## src/rtl/ser_pkg.sv

```systemverilog
// Shared types and helpers for the UART TX serializer (ser_shift_ctrl).
package ser_pkg;

  localparam int unsigned MAX_DATA_WIDTH = 16;

  typedef enum logic [0:0] {
    ST_IDLE  = 1'b0,
    ST_SHIFT = 1'b1
  } ser_state_e;

  // A zero length still sends one bit; lengths beyond the register are cut to its width.
  function automatic int unsigned clamp_len(input int unsigned word_len,
                                            input int unsigned data_width);
    int unsigned len;
    if (word_len == 32'd0) begin
      len = 32'd1;
    end else if (word_len > data_width) begin
      len = data_width;
    end else begin
      len = word_len;
    end
    return len;
  endfunction

  function automatic logic masked_parity(input logic [MAX_DATA_WIDTH-1:0] data,
                                         input int unsigned len);
    logic par;
    par = 1'b0;
    for (int unsigned i = 0; i < MAX_DATA_WIDTH; i++) begin
      if (i < len) begin
        par = par ^ data[i];
      end else begin
        par = par;
      end
    end
    return par;
  endfunction

endpackage

```

## src/rtl/ser_len_align.sv

```systemverilog
// Load-word alignment: MSB-first words are left-justified so bit LEN-1 lands on the MSB.
module ser_len_align
  import ser_pkg::*;
#(
  parameter int DATA_WIDTH = 8,
  parameter int CNTR_WIDTH = 4
) (
  input  logic [DATA_WIDTH-1:0] data_in,
  input  logic [CNTR_WIDTH-1:0] len,
  input  logic                  msb_first,
  output logic [DATA_WIDTH-1:0] load_word
);

  logic [CNTR_WIDTH-1:0] lshift_s;

  // Justify toward the end the shift register emits from.
  always_comb begin
    lshift_s = CNTR_WIDTH'(DATA_WIDTH) - len;
    if (msb_first) begin
      load_word = data_in << lshift_s;
    end else begin
      load_word = data_in;
    end
  end

endmodule

```

## src/rtl/ser_shift_ctrl.sv

```systemverilog
// UART TX serializer: valid/ready word load, one bit per ser_en strobe, ser_done after last bit.
// Optional parity output enabled with `define SER_PARITY_EN.
module ser_shift_ctrl
  import ser_pkg::*;
#(
  parameter int   DATA_WIDTH = 8,
  parameter int   CNTR_WIDTH = 4,
  parameter logic IDLE_LEVEL = 1'b1
) (
  input  logic                  clk,
  input  logic                  rst,
  input  logic [DATA_WIDTH-1:0] data_in,
  input  logic                  data_valid,
  output logic                  data_ready,
  input  logic [CNTR_WIDTH-1:0] word_len,
  input  logic                  msb_first,
  input  logic                  ser_en,
`ifdef SER_PARITY_EN
  input  logic                  par_odd,
  output logic                  par_bit,
`endif
  output logic                  ser_data,
  output logic                  ser_busy,
  output logic                  ser_done
);

  ser_state_e            state_r;
  ser_state_e            state_nxt_s;
  logic [DATA_WIDTH-1:0] shift_r;
  logic [CNTR_WIDTH-1:0] cnt_r;
  logic [CNTR_WIDTH-1:0] len_r;
  logic                  msbf_r;
  logic                  done_r;
  logic [CNTR_WIDTH-1:0] len_clamped_s;
  logic [DATA_WIDTH-1:0] load_word_s;
  logic                  accept_s;
  logic                  adv_s;
  logic                  last_s;

  assign len_clamped_s = CNTR_WIDTH'(clamp_len(32'(word_len), DATA_WIDTH));
  assign accept_s      = data_valid && (state_r == ST_IDLE);
  assign adv_s         = ser_en && (state_r == ST_SHIFT);
  assign last_s        = adv_s && (cnt_r == (len_r - CNTR_WIDTH'(1)));
  assign ser_done      = done_r;

  ser_len_align #(
    .DATA_WIDTH (DATA_WIDTH),
    .CNTR_WIDTH (CNTR_WIDTH)
  ) u_align (
    .data_in   (data_in),
    .len       (len_clamped_s),
    .msb_first (msb_first),
    .load_word (load_word_s)
  );

  // State register.
  always_ff @(posedge clk or negedge rst) begin
    if (!rst) begin
      state_r <= ST_IDLE;
    end else begin
      state_r <= state_nxt_s;
    end
  end

  // Next-state decode.
  always_comb begin
    state_nxt_s = state_r;
    case (state_r)
      ST_IDLE: begin
        if (accept_s) begin
          state_nxt_s = ST_SHIFT;
        end else begin
          state_nxt_s = ST_IDLE;
        end
      end
      ST_SHIFT: begin
        if (last_s) begin
          state_nxt_s = ST_IDLE;
        end else begin
          state_nxt_s = ST_SHIFT;
        end
      end
      default: state_nxt_s = ST_IDLE;
    endcase
  end

  // Output decode; the serial bit is taken straight from the active end of the register.
  always_comb begin
    data_ready = 1'b0;
    ser_busy   = 1'b0;
    ser_data   = IDLE_LEVEL;
    case (state_r)
      ST_IDLE: begin
        data_ready = 1'b1;
        ser_busy   = 1'b0;
        ser_data   = IDLE_LEVEL;
      end
      ST_SHIFT: begin
        data_ready = 1'b0;
        ser_busy   = 1'b1;
        if (msbf_r) begin
          ser_data = shift_r[DATA_WIDTH-1];
        end else begin
          ser_data = shift_r[0];
        end
      end
      default: begin
        data_ready = 1'b0;
        ser_busy   = 1'b0;
        ser_data   = IDLE_LEVEL;
      end
    endcase
  end

  // Datapath: load on accept, shift on non-final strobes, pulse done on the final one.
  always_ff @(posedge clk or negedge rst) begin
    if (!rst) begin
      shift_r <= {DATA_WIDTH{1'b0}};
      cnt_r   <= {CNTR_WIDTH{1'b0}};
      len_r   <= {CNTR_WIDTH{1'b0}};
      msbf_r  <= 1'b0;
      done_r  <= 1'b0;
    end else begin
      done_r <= last_s;
      if (accept_s) begin
        shift_r <= load_word_s;
        cnt_r   <= {CNTR_WIDTH{1'b0}};
        len_r   <= len_clamped_s;
        msbf_r  <= msb_first;
      end else if (adv_s && !last_s) begin
        if (msbf_r) begin
          shift_r <= {shift_r[DATA_WIDTH-2:0], 1'b0};
        end else begin
          shift_r <= {1'b0, shift_r[DATA_WIDTH-1:1]};
        end
        cnt_r <= cnt_r + CNTR_WIDTH'(1);
      end else begin
        shift_r <= shift_r;
        cnt_r   <= cnt_r;
      end
    end
  end

`ifdef SER_PARITY_EN
  logic par_r;

  assign par_bit = par_r;

  // Parity over the bits actually sent, captured at accept and held until the next one.
  always_ff @(posedge clk or negedge rst) begin
    if (!rst) begin
      par_r <= 1'b0;
    end else if (accept_s) begin
      par_r <= masked_parity(MAX_DATA_WIDTH'(data_in), 32'(len_clamped_s)) ^ par_odd;
    end else begin
      par_r <= par_r;
    end
  end
`endif

endmodule

```

## config.mk

```make
export PLATFORM = sky130hd
export DESIGN_NAME = ser_shift_ctrl
export DESIGN_NICKNAME = d
export VERILOG_FILES = /design/src/rtl/ser_pkg.sv /design/src/rtl/ser_len_align.sv /design/src/rtl/ser_shift_ctrl.sv
export SDC_FILE = /design/constraint.sdc
export NUM_CORES = 1
export LEC_CHECK = 0
export CORE_MARGIN = 10
export CORE_UTILIZATION = 50
export CTS_CLUSTER_SIZE = 20
export DETAILED_ROUTE_END_ITERATION = 8
export HOLD_SLACK_MARGIN = 0.12
export PLACE_DENSITY = 0.79
export SETUP_SLACK_MARGIN = 0.02
export SLEW_MARGIN = 20
export SYNTH_ARGS = -nofsm -noshare
export SYNTH_HDL_FRONTEND = slang
export SYNTH_SLANG_ARGS = --single-unit
```

## constraint.sdc

```tcl
create_clock -name clk -period 4.11 [get_ports clk]
set_input_delay 0.411 -clock clk [delete_from_list [all_inputs] [get_ports clk]]
set_output_delay 0.411 -clock clk [all_outputs]
set_load 0.01 [all_outputs]
```

==> flow_summary.yaml <==
status:
  status: "complete, no violations"
timing:
  slew-limit-headroom_pct: 43.3
  min_period_ns: 2.80
  finalClockSkew_ns: 0.00166
  timing_hold_violations_final: 0
  max_freq_ghz: 0.357
  setup_violations: 0
  rsz0062_at_grt: "false"
  tightest_slew_ns: 0.848
  slew_viol_final: 0
  tns_ns: 0
  post-route-period-util_pct: 68.2
  worst_slack_ns: 1.31
floorplan:
  row_count: 19
  num_io_pins: 21
  core_um2: 2730
  die_area_um2: 5390
  die_x_um: 73.4
  die_height_um: 73.4
  start_util_pct: 52.2
routing:
  dr_total_vias: 1260
  routed_wl_um: 3530
  drt-initial-drc-count: 79
  drc_errors: 0
  wire_per_inst_um: 17.5
  drt_pass1_iterations: 4
  via_per_inst: 6.24
  ant_nets: 0
synthesis:
  synthFlopType: "dfrtp_1"
  avgSynthCellArea_um2: 9.45
  synth_edf_count: 0
  syn-num-nets: 171
  ys_seq_elements: 19
  synthArstFlopShare_pct: 100
  synth_cells: 151
  yosys_warnings: 0
  ys_seq_area_share_pct: 33.3
  yosys.area.top_type: "dfrtp_1"
  synth_cell_types: 49
  synthesis.area_um2: 1430
  yosysTopAreaCellShare_pct: 33.3
  netlist_top_cells_area: "dfrtp_1 (33%), nand2_1 (5.3%), mux2_2 (3.9%), mux2i_1 (3.5%), o21ai_0 (3.5%)"
final_layout:
  diodes: 0
  syn2layout_area_growth_pct: 17.5
  nets: 192
  drive_gt1_share_pct: 12.9
  fillerInstances: 240
  fin_util_pct: 61.3
critical_path:
  arrival_ns: 2.97
  critPathKind: "in2reg"
  cp_max_fo: 8
  cp_data_required_time_ns: 4.28
  cp-end-kind: "flip-flop"
  startpoint_type: "primary input"
clock_tree:
  insertion_delay_ns: 0.29
  cts_tree: "built"
  cts.reportedPaths.clkPinSlew_ns: 0.11
  clock-root-buffer: "clkbuf_4"
  cts_setup_buffers: 0
  hold_buffers: 0
  numCtsBuffers: 3
  cts_buffer_depth: 2
  cts.htree.levels: 1
  cts_resized: 0
  cts_sinks: 19
global_route:
  grt_pass1_wl_um: 5580
  grt_pass1_vias: 1227
  antenna_found_initial: 0
  grt_start_max_net_pins: 20
  gr-total-overflow: 0
  grt_use_total_pct: 12.7
pwr:
  leakagePower_uw: 0.000719
  power_density_nw_per_um2: 567
  ir_drop_uv: 435
place:
  place.gp.congestion: 0.899
  port_buffers: 20
  dp_hpwl_um: 2750
  place_ws_ns: 1.04
run:
  cap_violations: 0
min_path:
  hold_class: "reg2reg"
[cell type report]
class	count	area [um^2]	area share, %
clock buffers	3	22.5	1.34
clock inverters	1	7.51	0.448
inverters	9	33.8	2.02
multi-input cells	118	890	53.1
flip-flops and latches	19	475	28.4
well taps	31	38.8	2.32
repair buffers	21	208	12.4
[worst max-delay path, stage by stage]
cell             delay, ns
clkdlybuf4s50_1       0.49
o21ba_4               0.27
nor2_4                0.22
inv_1                 0.13
ha_1                  0.21
and2_1                0.16
mux2i_2               0.34
o31ai_1               0.16
a2111oi_0             0.46
o22ai_1               0.13
[layout by cell type, fill, tap and decap left out, types with 3 or more instances in the layout]
master | netlist | layout
clkbuf_4 | 0 | 3
nor3_1 | 5 | 5
clkdlybuf4s50_1 | 0 | 20
mux2i_1 | 5 | 5
a21oi_1 | 4 | 4
nand3_1 | 3 | 3
ha_1 | 3 | 3
dfrtp_1 | 19 | 19
nand2_1 | 20 | 20
o21ai_0 | 10 | 10
o211ai_1 | 3 | 3
inv_1 | 9 | 9
nor2b_1 | 3 | 3
nor2_1 | 11 | 11
mux2_2 | 5 | 5
xnor2_1 | 4 | 4
nand2b_1 | 3 | 3
[per-layer routing]
metal | up-vias | routed length [um] | track usage [%] | share of wire (%)
met1 | 600 | 1610 | 15.9 | 45
li1 | 602 | - | - | -
met5 | - | 0 | 0 | 0
met3 | 8 | 246 | 2.29 | 7.0
met4 | 0 | 82 | 6.42 | 2.3
met2 | 50 | 1590 | 20.4 | 45
[power by group]
part	leakage, uW	internal (uW)	switching, uW
logic	0.000471	258	236
registers	0.000234	272	86.7
clock network	0.0000139	37.0	60.0
total	0.000719	566	383
[synth_stat cells (2+ instances only)]
master    count
a211oi_1      2
a21oi_1       4
a221oi_1      2
a221oi_2      2
a31oi_1       2
a32oi_1       2
clkbuf_1      3
dfrtp_1      19
ha_1          3
inv_1         9
mux2_2        5
mux2_4        2
mux2i_1       5
nand2_1      20
nand2b_1      3
nand3_1       3
nor2_1       11
nor2b_1       3
nor3_1        5
o211a_1       2
o211ai_1      3
o21ai_0      10
o31ai_1       2
xnor2_1       4
[final timing paths]
kind	from	endpoint	slack, ns	depth (start not counted)
max	word_len[2]	shift_r[5]	1.31	10
max in group asynchronous	rst	shift_r[1]	3.00	1
max reg2reg	len_r[0]	shift_r[2]	2.03	7
min in group asynchronous	rst	cnt_r[2]	0.59	1
min	len_r[3]	len_r[3]	0.52	2
min reg2reg	len_r[3]	len_r[3]	0.52	2
[sequential cells by signal (all words and copies together), names as in the netlist]
register and flops:
ser_done 1, len_r 4, cnt_r 4, shift_r 8, state_r 1, msbf_r 1
[per-stage QoR]
stage | hold WS, ns | cell area [um^2] | power, uW | cells
after floorplan | 0.115 | 1430 | 729 | 151
after global placement | 0.480 | 1650 | 825 | 198
after detailed placement | 0.492 | 1650 | 857 | 198
after CTS | 0.513 | 1680 | 951 | 202
after global routing | 0.535 | 1680 | 1020 | 202
final | 0.516 | 1680 | 949 | 202
[cells by family after synthesis]
logic type	share of synthesized area [%]
AOI/OAI and AO/OA	23.6
xor gates and xnor gates	4.74
adders and majority gates	2.63
buffers and inverters	4.30
DFF	33.3
muxes	13.9
and+or+nand+nor	17.5
No activity file was read; power rests on OpenSTA's default activity.
